## config.mk

```make
export PLATFORM = sky130hd
export DESIGN_NAME = inst_fetch
export DESIGN_NICKNAME = d
export VERILOG_FILES = /design/src/rtl/inst_fetch.sv
export SDC_FILE = /design/constraint.sdc
export NUM_CORES = 1
export LEC_CHECK = 0
export BUFFER_PORTS_ARGS = -buffer_cell sky130_fd_sc_hd__buf_4
export CELL_PAD_IN_SITES_DETAIL_PLACEMENT = 2
export CELL_PAD_IN_SITES_GLOBAL_PLACEMENT = 2
export CORE_ASPECT_RATIO = 1.4
export CORE_UTILIZATION = 29
export CTS_CLUSTER_DIAMETER = 120
export CTS_CLUSTER_SIZE = 10
export DETAILED_ROUTE_END_ITERATION = 8
export PLACE_DENSITY = 0.86
export SLEW_MARGIN = 20
export SYNTH_ARGS = -nofsm -noshare
export SYNTH_HDL_FRONTEND = slang
export SYNTH_SLANG_ARGS = --single-unit
```

## constraint.sdc

```tcl
create_clock -name clk -period 6 [get_ports clk]
set_input_delay 0.6 -clock clk [delete_from_list [all_inputs] [get_ports clk]]
set_output_delay 0.6 -clock clk [all_outputs]
set_load 0.01 [all_outputs]
```

## src/rtl/inst_fetch.sv

```systemverilog
// Multi-cycle MIPS fetch stage: RESET -> FETCH -> EXEC loop with PC/next-PC selection.
// Optional misaligned-target trap (HALT state, fault output) enabled by FETCH_ALIGN_CHECK_EN.
module inst_fetch #(
  parameter logic [31:0] RESET_PC = 32'h0000_3000
) (
  input  logic        clk,
  input  logic        rst,
  output logic        imem_req,
  output logic [31:0] imem_addr,
  input  logic        imem_ready,
  input  logic [31:0] imem_rdata,
  output logic [31:0] inst,
  output logic        inst_valid,
  output logic [31:0] pc,
  output logic [31:0] pc_plus4,
  input  logic        stall,
  input  logic [1:0]  Jump,
  input  logic [1:0]  Branch,
  input  logic        zero,
  input  logic [31:0] reg_target,
  output logic        fault
);

`ifdef FETCH_ALIGN_CHECK_EN
  typedef enum logic [1:0] {S_RESET, S_FETCH, S_EXEC, S_HALT} state_t;
`else
  typedef enum logic [1:0] {S_RESET, S_FETCH, S_EXEC} state_t;
`endif

  state_t      state, state_d;
  logic [31:0] next_pc;
  logic [31:0] commit_pc;
  logic [31:0] br_off;
  logic        taken;
  logic        pc_we;

  assign pc_plus4  = pc + 32'd4;
  assign imem_addr = pc;
  assign br_off    = {{14{inst[15]}}, inst[15:0], 2'b00};
  assign taken     = ((Branch == 2'd1) && zero) || ((Branch == 2'd2) && !zero);

  // Jump outranks Branch; Jump==3 and Branch==3 fall through as "none".
  always_comb begin
    next_pc = pc_plus4;
    if (Jump == 2'd1)
      next_pc = {pc_plus4[31:28], inst[25:0], 2'b00};
    else if (Jump == 2'd2)
      next_pc = reg_target;
    else if (taken)
      next_pc = pc_plus4 + br_off;
  end

  always_comb begin
    state_d    = state;
    imem_req   = 1'b0;
    inst_valid = 1'b0;
    fault      = 1'b0;
    pc_we      = 1'b0;
    commit_pc  = next_pc & 32'hFFFF_FFFC;
    case (state)
      S_RESET: state_d = S_FETCH;
      S_FETCH: begin
        imem_req = 1'b1;
        if (imem_ready) state_d = S_EXEC;
      end
      S_EXEC: begin
        inst_valid = 1'b1;
        if (!stall) begin
`ifdef FETCH_ALIGN_CHECK_EN
          // A misaligned target traps and leaves pc at the offending instruction.
          if (next_pc[1:0] != 2'b00) begin
            state_d = S_HALT;
          end else begin
            state_d = S_FETCH;
            pc_we   = 1'b1;
          end
`else
          state_d = S_FETCH;
          pc_we   = 1'b1;
`endif
        end
      end
`ifdef FETCH_ALIGN_CHECK_EN
      S_HALT: fault = 1'b1;
`endif
      default: state_d = S_RESET;
    endcase
  end

  always_ff @(posedge clk) begin
    if (rst) begin
      state <= S_RESET;
      pc    <= RESET_PC;
      inst  <= 32'd0;
    end else begin
      state <= state_d;
      if ((state == S_FETCH) && imem_ready) inst <= imem_rdata;
      if (pc_we) pc <= commit_pc;
    end
  end

endmodule

```

==> flow_summary.json <==
{
  "drtIter0Drc": 216,
  "relSlewSlack": 0.280,
  "filler_cell_count": 2308,
  "swShare": 0.299,
  "port_buffers": 194,
  "rows": 60,
  "worstSetupPathType": "flop to flop",
  "maxCapViolations": 0,
  "pwr-share-comb": 0.203,
  "internal_power_mw": 0.980,
  "numCtsBuffers": 9,
  "hold_violations": 0,
  "worst_path_max_delay_cell": "dfxtp_1",
  "ys_types": 70,
  "grt_util_all_layers": 0.252,
  "power.density_mw_per_mm2": 189,
  "clkPwrFrac": 0.466,
  "routed_wirelength_mm": 25.1,
  "pre_cts_slack_ps": 1410,
  "drive_gt1_frac": 0.262,
  "setup_ws_ps": 1420,
  "die_area_mm2": 0.0201,
  "p_leak_nw": 3.21,
  "synthCells": 786,
  "dp_hpwl_mm": 18.5,
  "ctsHoldBuffers": 0,
  "cts_buffer_depth": 2,
  "placed_area_mm2": 0.00705,
  "max_stage_delay_ps": 530,
  "num_io_pins": 204,
  "final-setup-viol-count": 0,
  "die_y_um": 167,
  "crit_fanout": 9,
  "ys_warn_count": 0,
  "syn2layout_area_growth_pct": 30.8,
  "timing.final.crit_share": 0.763,
  "crit_required_ps": 6260,
  "drc": 0,
  "synth_top_cell_by_area": "dfxtp_1",
  "dp.cells": 1160,
  "cp_cell_sequence": "ha_1 > nand3_1 > nor2_1 > and3_2 > nand2_1 > xnor2_1 > ha_1 > a21oi_1 > o211ai_1 > a21boi_0 > a21oi_1 > a21oi_2 > o31ai_1 > xnor2_1 > nand3_1 > xor2_1 > a211oi_1",
  "critPathArrivalTime_ps": 4840,
  "final_common_cell": "buf_4",
  "final_area_mm2": 0.00740,
  "final_cells": 1176,
  "finalPower_mw": 1.40,
  "wl_per_cell_um": 21.3,
  "synth_edf_count": 0,
  "antenna_cells": 0,
  "drt-pass1-iter-count": 4,
  "final_nets": 1033,
  "cts_setup_buffers": 0,
  "cts_root_buf": "clkbuf_16",
  "clock-sinks": 64,
  "synth-seq-area-share": 0.226,
  "avgSynthCellArea_um2": 7.20,
  "drtAntennaViolNets": 0,
  "worst_pin_slew_ps": 1080,
  "clkTransAtPathRegs_ps": 60,
  "clkLatencyLatePin_ps": 350,
  "min_path_type": "flop to flop",
  "cts_resized": 0,
  "fin_util": 0.387,
  "totalNegativeSetupSlack_ps": 0,
  "coreArea_mm2": 0.0191,
  "first_global_vias": 6969,
  "ys_ff_latch": 64,
  "synth_top_area_frac": 0.226,
  "status": "completed",
  "via_per_inst": 5.52,
  "final_cell_mix": "buf_4, nand2_1, nor2_1, a21oi_1, dfxtp_1",
  "clock_skew_ps": 6.71,
  "synth-main-ff-cell": "dfxtp_1",
  "hold_ws_ps": 463,
  "switchingPower_mw": 0.418,
  "grt_setup_unrepaired": "no",
  "gp_congestion": 0.884,
  "async_reset_ff_frac": 0,
  "syn_area_mm2": 0.00566,
  "power_frac_seq": 0.332,
  "start_util": 0.296,
  "yosys-top-cells-area": "dfxtp_1, ha_1, nand2_1",
  "cts.htree.levels": 3,
  "cp-end-kind": "flop",
  "grt_pass1_wl_mm": 39.1,
  "fin_crit_ps": 4580,
  "grt_max_degree": 67,
  "num_vias": 6490,
  "max_freq_mhz": 218,
  "die_width_um": 120,
  "grt-ovfl-total": 0,
  "ir_drop_uv": 94.0,
  "maxSlewViolCount": 0,
  "antenna_found_initial": 0,
  "critical_path.startpoint_type": "flop",
  "cts_tree": "yes"
}
cells in the mapped netlist (13+ instances only):
library cell / instances
buf_4: 37
xnor2_1: 31
clkbuf_1: 35
o21ai_0: 45
inv_1: 13
o211ai_1: 21
nand3_1: 21
nor2_1: 84
dfxtp_1: 64
a21oi_1: 77
nand2_1: 120
nor3_1: 14
xor2_1: 20
ha_1: 36
routing by layer:
layer  track usage  routed length [um]  up-vias
met3        0.0419                1090       51
met2         0.470               13400      177
met1         0.275                9680     3246
li1              -                   -     3016
met4         0.108                 920        0
met5             0                   0        -
critical path: cells and delay by family (launching register included):
| kind | cells | cell delay [ps] |
|---|---|---|
| xor+xnor | 3 | 670 |
| fa+ha+maj | 2 | 620 |
| compound gates | 7 | 1540 |
| simple gates | 5 | 1140 |
| flops | 1 | 530 |
path summary, 6_finish.rpt:
| path | from | end | slack, ps | cells past startpoint |
|---|---|---|---|---|
| min | inst[27] | inst[27] | 460 | 2 |
| max reg2reg | imem_addr[2] | imem_addr[31] | 1420 | 17 |
| max | imem_addr[2] | imem_addr[31] | 1420 | 17 |
| min reg2reg | inst[27] | inst[27] | 460 | 2 |
final cells by class:
cell class / instances / area [um^2] / share of cell area
well taps: 248 / 310 / 0.0419
multi-input cells: 633 / 3890 / 0.526
flip-flops and latches: 64 / 1280 / 0.173
clock buffers: 10 / 239 / 0.0323
repair buffers: 201 / 1510 / 0.204
clock inverters: 6 / 115 / 0.0156
inverters: 14 / 52.6 / 0.00710
state kept, by name (all words and copies together), names as in the netlist:
register and cells:
inst 32, imem_addr 30, state 2
cell families after synthesis:
logic type | synth area share
fa+ha+maj | 0.0831
mux | 0.00884
buf+inv | 0.0913
other cells | 0.000662
compound gates | 0.271
simple gates | 0.234
flops | 0.226
xor+xnor | 0.0847
power by group through the flow:
stage	clock, mW	combinational [mW]	sequential (mW)
2_1_floorplan	0	0.155	0.473
3_3_place_gp	0	0.273	0.472
3_5_place_dp	0	0.281	0.473
4_1_cts	0.660	0.285	0.464
5_1_grt	0.679	0.309	0.466
6_report	0.651	0.283	0.464
(Power assumes the default switching activity.)
